<file path="src/rtl/residual_gen_4x4.sv">
// 4x4 residual generator: subtracts prediction from original one row per cycle,
// saturates each residual and holds the full block under a valid/ready handshake.
module residual_gen_4x4 #(
    parameter int PIX_WIDTH = 8,
    parameter int RES_WIDTH = 8
) (
    input  logic                          clk,
    input  logic                          reset,
    input  logic                          flush,
    input  logic                          row_valid,
    output logic                          row_ready,
    input  logic [3:0][PIX_WIDTH-1:0]     orig_row,
    input  logic [3:0][PIX_WIDTH-1:0]     pred_row,
    output logic                          block_valid,
    input  logic                          block_ready,
    output logic [15:0][RES_WIDTH-1:0]    residuals,
    output logic                          sat_flag
);

    localparam int CW = (PIX_WIDTH + 1 > RES_WIDTH) ? PIX_WIDTH + 1 : RES_WIDTH;
    localparam logic signed [CW-1:0] RES_MAX =
        CW'((64'sd1 <<< (RES_WIDTH - 1)) - 64'sd1);
    localparam logic signed [CW-1:0] RES_MIN =
        CW'(-(64'sd1 <<< (RES_WIDTH - 1)));

    typedef enum logic {FILL, FULL} state_e;

    state_e                      state_q, state_d;
    logic [1:0]                  row_cnt_q, row_cnt_d;
    logic                        acc_q, acc_d;
    logic                        sat_q;
    logic [15:0][RES_WIDTH-1:0]  res_q;
    logic [3:0][RES_WIDTH-1:0]   row_res;
    logic [3:0]                  row_sat;
    logic                        accept;
    logic                        xfer;

    // Difference at PIX_WIDTH+1 bits, widened before clamping.
    for (genvar c = 0; c < 4; c++) begin : g_col
        logic signed [PIX_WIDTH:0] diff;
        logic signed [CW-1:0]      dx;
        assign diff = $signed({1'b0, orig_row[c]}) - $signed({1'b0, pred_row[c]});
        assign dx   = CW'(diff);
        assign row_sat[c] = (dx > RES_MAX) || (dx < RES_MIN);
        assign row_res[c] = (dx > RES_MAX) ? RES_MAX[RES_WIDTH-1:0] :
                            (dx < RES_MIN) ? RES_MIN[RES_WIDTH-1:0] :
                                             dx[RES_WIDTH-1:0];
    end

    always_ff @(posedge clk or negedge reset) begin
        if (!reset) begin
            state_q   <= FILL;
            row_cnt_q <= 2'd0;
            acc_q     <= 1'b0;
        end else begin
            state_q   <= state_d;
            row_cnt_q <= row_cnt_d;
            acc_q     <= acc_d;
        end
    end

    always_comb begin
        state_d   = state_q;
        row_cnt_d = row_cnt_q;
        acc_d     = acc_q;
        if (flush && state_q == FILL) begin
            row_cnt_d = 2'd0;
            acc_d     = 1'b0;
        end
        if (xfer) begin
            state_d = FILL;
        end
        if (accept) begin
            row_cnt_d = row_cnt_q + 2'd1;
            acc_d     = (row_cnt_q == 2'd0) ? (|row_sat) : (acc_q | (|row_sat));
            if (row_cnt_q == 2'd3) begin
                state_d = FULL;
            end
        end
    end

    always_comb begin
        row_ready   = !flush && (state_q == FILL || block_ready);
        block_valid = (state_q == FULL);
        accept      = row_valid && row_ready;
        xfer        = block_valid && block_ready;
    end

    always_ff @(posedge clk or negedge reset) begin
        if (!reset) begin
            res_q <= '0;
            sat_q <= 1'b0;
        end else if (accept) begin
            for (int r = 0; r < 4; r++) begin
                for (int c = 0; c < 4; c++) begin
                    if (row_cnt_q == 2'(r)) begin
                        res_q[4*r+c] <= row_res[c];
                    end
                end
            end
            if (row_cnt_q == 2'd3) begin
                sat_q <= acc_d;
            end
        end
    end

    assign residuals = res_q;
    assign sat_flag  = sat_q;

endmodule

</file>
<file path="config.mk">
export PLATFORM = sky130hd
export DESIGN_NAME = residual_gen_4x4
export DESIGN_NICKNAME = d
export VERILOG_FILES = /design/src/rtl/residual_gen_4x4.sv
export SDC_FILE = /design/constraint.sdc
export NUM_CORES = 1
export LEC_CHECK = 0
export CAP_MARGIN = 40
export CORE_MARGIN = 3
export CORE_UTILIZATION = 44
export CTS_CLUSTER_SIZE = 10
export DETAILED_ROUTE_END_ITERATION = 7
export PLACE_DENSITY = 0.76
export SETUP_SLACK_MARGIN = 0.05
export SLEW_MARGIN = 20
export SYNTH_ARGS = -nofsm -noshare
export SYNTH_HDL_FRONTEND = slang
export SYNTH_SLANG_ARGS = --single-unit
</file>
<file path="constraint.sdc">
create_clock -name clk -period 2.1 [get_ports clk]
set_input_delay 0.315 -clock clk [delete_from_list [all_inputs] [get_ports clk]]
set_output_delay 0.315 -clock clk [all_outputs]
set_load 0.02 [all_outputs]
</file>
# After elaboration in Yosys (flattened, before gate mapping)
# Cells that the tools add are included.
dict set report totals {
  regBits 133
  input_bits 69
  output_inout_bits 131
  word_cells 71
}
dict set report op_classes {
  n_addsub 5
  order_cmp 8
  eq_ne 3
  n_mux 16
  bitwise_logic 2
  n_reduce_logical 17
}
# op count
set ops {}
lappend ops {{2-to-1 mux 8 bit} 8}
lappend ops {{greater-than comparator 9 x 8 -> 1 bit (second input constant)} 4}
lappend ops {{< comparator 9 x 8 -> 1 bit (second input constant)} 4}
lappend ops {{subtractor 8 x 8 -> 9 bit} 4}
lappend ops {{AND reduction 2 bit} 4}
lappend ops {{2-to-1 mux 1 bit} 6}
lappend ops {{logical OR 1 bit} 5}
lappend ops {{equality test 2 bit (second input constant)} 2}
lappend ops {{logical AND 1 bit} 4}
lappend ops {{2-to-1 mux 2 bit} 2}
lappend ops {{OR reduction 4 bit} 1}
lappend ops {{adder 2 x 1 -> 2 bit (second input constant)} 1}
lappend ops {{equality test 2 x 1 -> 1 bit (second input constant)} 1}
lappend ops {{zero test 2 bit} 1}
lappend ops {{nonzero test 2 bit} 1}
lappend ops {{zero test 1 bit} 1}
lappend ops {{inverter 1 bit} 1}
lappend ops {{OR 1 bit} 1}

# Longest topological paths before layout
dict set report logic_depth {
  word_depth 7
  ltp_mapped 13
  mapped_depth_nobuf 11
}

# Worst setup path before layout
# No wires, ideal clock.
dict set report synth_path {
  kind {input to register}
  startpoint {in orig_row[24] in the netlist's numbering}
  endpoint {reg res_q (netlist bit residuals[90])}
  setup_time_ns 0.125
  t_arrival_ns 2.394
  required_time_ns 1.975
  slack_ns -0.419
  cell_stages 13
  n_path_buf 2
  cell_sequence {inv_1 ha_1 inv_1 fa_1 a21o_1 a21oi_2 o211ai_1 and2_0 clkbuf_1 and2_1 buf_6 o21a_1 mux2_2}
}
dict set report synth_between {
  elab_chain_len 4
  word_cells_on_any_way 5
  cone_classes {add/sub (1); order compare (2); mux (2)}
}
# item line
set synth_rtl {}
lappend synth_rtl {{start, declared} 12} ;# input logic [3:0][PIX_WIDTH-1:0] orig_row,
lappend synth_rtl {{subtractor 8 x 8 -> 9 bit (*)} 42} ;# assign diff = $signed({1'b0, orig_row[c]}) - $signed({1'b0, pred_row[c]});
lappend synth_rtl {{< comparator 9 x 8 -> 1 bit} 46} ;# (dx < RES_MIN) ? RES_MIN[RES_WIDTH-1:0] :
lappend synth_rtl {{2-to-1 mux 8 bit} 46}
lappend synth_rtl {{2-to-1 mux 8 bit (*)} 45} ;# assign row_res[c] = (dx > RES_MAX) ? RES_MAX[RES_WIDTH-1:0] :
lappend synth_rtl {{end signal, assigned by index} 97} ;# res_q[4*r+c] <= row_res[c];
lappend synth_rtl {{end, declared} 32} ;# logic [15:0][RES_WIDTH-1:0] res_q;
# Every way passes the cells marked *; elsewhere a longest branch is shown, timed or not.
# A chain may end at the register's enable or synchronous reset.

# Worst setup path in the final report
dict set report layout_path {
  startpoint {in orig_row[16] in the netlist's numbering}
  endpoint {reg res_q (netlist bit residuals[17])}
}
# Same word-level chain as after synthesis.

==> results.toml <==
[global_route]
first_global_vias = 6235
grt_max_degree = 61
grt_overflow = 0
grt_pass1_wl_um = 32500
antenna_found_initial = 0
grtUsageTotal_pct = 25.3

[timing]
hold_violations = 0
fin_skew_ns = 0.0137
worst_slack_ns = 0.0390
fmax_mhz = 485
final-setup-viol-count = 0
layout_worst_path_cycle_share_pct = 98.1
maxSlewViolCount = 0
whs_ns = 0.442
finalSetupTns_ns = 0
maxSlewHeadroom_pct = 61.4
tightestPinTransition_ns = 0.580
rsz0062_at_grt = "true"
layout_min_cycle_time_ns = 2.06

[cts]
insertion_delay_ns = 0.42
cts_buffers = 17
clk_pin_slew_ns = 0.06
clock-root-buffer = "clkbuf_16"
htreeDepth = 4
clock-sinks = 133
cts.path.max_buffers = 2
cts_tree = "yes"

[outcome]
status = "finished, final reports clean"

[critical_path]
cp_max_fo = 4
required_ns = 2.40
r2r-end = "residuals[68]"
critPathArrivalTime_ns = 2.37
cp_top_family = "compound AO/OA/AOI/OAI gates"
ff2ff_path_depth = 5
slowest_delay_ns = 0.39
crit_chain = "buf_8 -> inv_12 -> ha_4 -> inv_4 -> fa_2 -> a211oi_2 -> o21ai_1 -> a31o_2 -> nand2b_4 -> a21o_1 -> mux2_4"
crit_buf_inv = 3
reg2reg_slack_ns = 0.46
startpoint_type = "input pin"
slowest_stage = "fa_2"
criticalPathCategory = "in -> reg"
r2r-start = "block_valid"
crit_path_end_kind = "register"

[synthesis]
ys_ff_latch = 133
postSynthCellCount = 644
synth_top_area_cell = "dfrtp_1"
post_synth_num_cell_types = 45
syn_area_per_cell_um2 = 10.1
synthTopCellsByCount = "133 x dfrtp_1, 120 x o21ai_0, 108 x nand2_1"
async_flop_share_pct = 100
netlist.area_leader.share_pct = 51.1
ys_seq_area_share_pct = 51.1
synth-main-ff-cell = "dfrtp_1"
synth-edff-count = 0
syn-num-nets = 757
synth_area_leaders = "dfrtp_1 51%, o21ai_0 9.2%, ha_1 7.7%"
synth_area_um2 = 6510
synth-warning-count = 0
synth_most_common_cell = "dfrtp_1"

[die]
design.core.area_um2 = 14100
fp.dieW_um = 128
num_rows = 43
dieArea_um2 = 16300
initial_core_util_pct = 46.0
ioPinCount = 200
die_y_um = 128

[place]
port_buffers = 199
hpwl_um = 14900
dp_slack_ns = -0.880
place_congestion = 0.911

[pwr]
ir_worst_vdd_v = 0.000740
static-leakage-power_uw = 0.00511
p_per_area_nw_per_um2 = 1200

[run]
drv_cap = 0

[final_layout]
antenna_cells = 0
syn2layout_area_growth_pct = 69.5
layout.nets = 1053
fill_cells = 889
layout-drive-gt1-share_pct = 35.3

[route]
routed_wl_um = 21100
first_iter_violations = 263
num_vias = 5945
antenna_violating_nets_post_route = 0
via_per_inst = 5.25
drc = 0
wl_per_cell_um = 18.6
drt-pass1-iter-count = 5

[hold_path]
worstHoldPathType = "in -> async"
-- flip-flops by register name, summed over array words and instances (netlist names) --
name and count:
sat_flag 1, residuals 128, row_cnt_q 2, block_valid 1
acc_q 1
-- layout by cell type (no fill, tap or decap), types with 7 or more instances in the layout --
master             n
dlygate4sd2_1     14
clkdlybuf4s15_1    7
mux2_2            21
ha_4              27
o21ai_0           41
a21o_1            11
o21ai_2            7
buf_4             91
buf_12            12
nand2_1          104
inv_2             26
clkbuf_16         17
xor2_1             7
clkbuf_2          18
ha_1              12
inv_1             16
o21ai_4           16
xnor2_1           13
dlymetal6s2s_1    11
mux2_4            11
o21ai_1           57
dfrtp_1          133
a21oi_2            7
a21oi_1           14
clkdlybuf4s50_1  142
-- metrics by stage --
step / utilization (%) / cells / instance area, µm² / total power, µW
3_5_place_dp: 69.3 / 1078 / 9810 / 9960
4_1_cts: 75.7 / 1126 / 10700 / 13100
3_3_place_gp: 69.3 / 1078 / 9810 / 9800
5_1_grt: 78.0 / 1133 / 11000 / 13900
2_1_floorplan: - / 644 / 6980 / 6940
6_report: 78.0 / 1133 / 11000 / 13300
-- report_power, final --
group	total [µW]	switching (µW)	leakage (µW)	internal, µW
sequential	4170	631	0.00171	3540
clock	2970	1180	0.000288	1790
combinational	6140	3130	0.00311	3010
-- cell families (layout without fill, tap and decap cells) --
logic type	count (synthesis)	in the layout	synth area share, %
AOI/OAI and AO/OA	182	182	15.9
xor gates and xnor gates	23	23	3.10
adders and majority gates	47	47	9.38
buffers and inverters	76	385	4.61
DFF	133	133	51.1
muxes	33	33	5.69
and+or+nand+nor	150	150	10.1
-- what timing repair did --
action	in CTS	in global routing
hold buffers	1	0
setup endpoints to repair	122	112
gates resized for setup	129	109
setup buffers	15	7
pin swaps	38	57
hold endpoints to repair	58	0
-- metal layers --
| layer | vias up | track usage (%) | wire [µm] |
|---|---|---|---|
| li1 | 2781 | - | - |
| met1 | 2915 | 31.6 | 8520 |
| met2 | 208 | 42.7 | 10800 |
| met3 | 41 | 6.19 | 1240 |
| met4 | 0 | 9.24 | 491 |
| met5 | - | 0 | 0 |
-- area by class of cell --
cell class                      instances  area, µm²  share of cell area, %
Multi-Input combinational cell        435       3790                   34.4
Sequential cell                       133       3330                   30.2
Timing Repair Buffer                  307       2880                   26.1
Clock buffer                           19        443                   4.01
Tap cell                              180        225                   2.04
Inverter                               46        213                   1.93
Clock inverter                         13        148                   1.34
-- worst max-delay path by stage --
stage                             from            end  slack, ns  depth (start not counted)
after global routing      orig_row[16]       sat_flag      -0.04                         11
after CTS                 orig_row[25]  residuals[94]       0.05                          9
after floorplan           orig_row[24]  residuals[89]      -0.29                         13
after detailed placement   orig_row[0]   residuals[4]      -0.88                         11
after global placement    orig_row[24]  residuals[89]      -0.80                         12
final                     orig_row[16]  residuals[17]       0.04                         11
No activity file was read; power rests on OpenSTA's default activity.
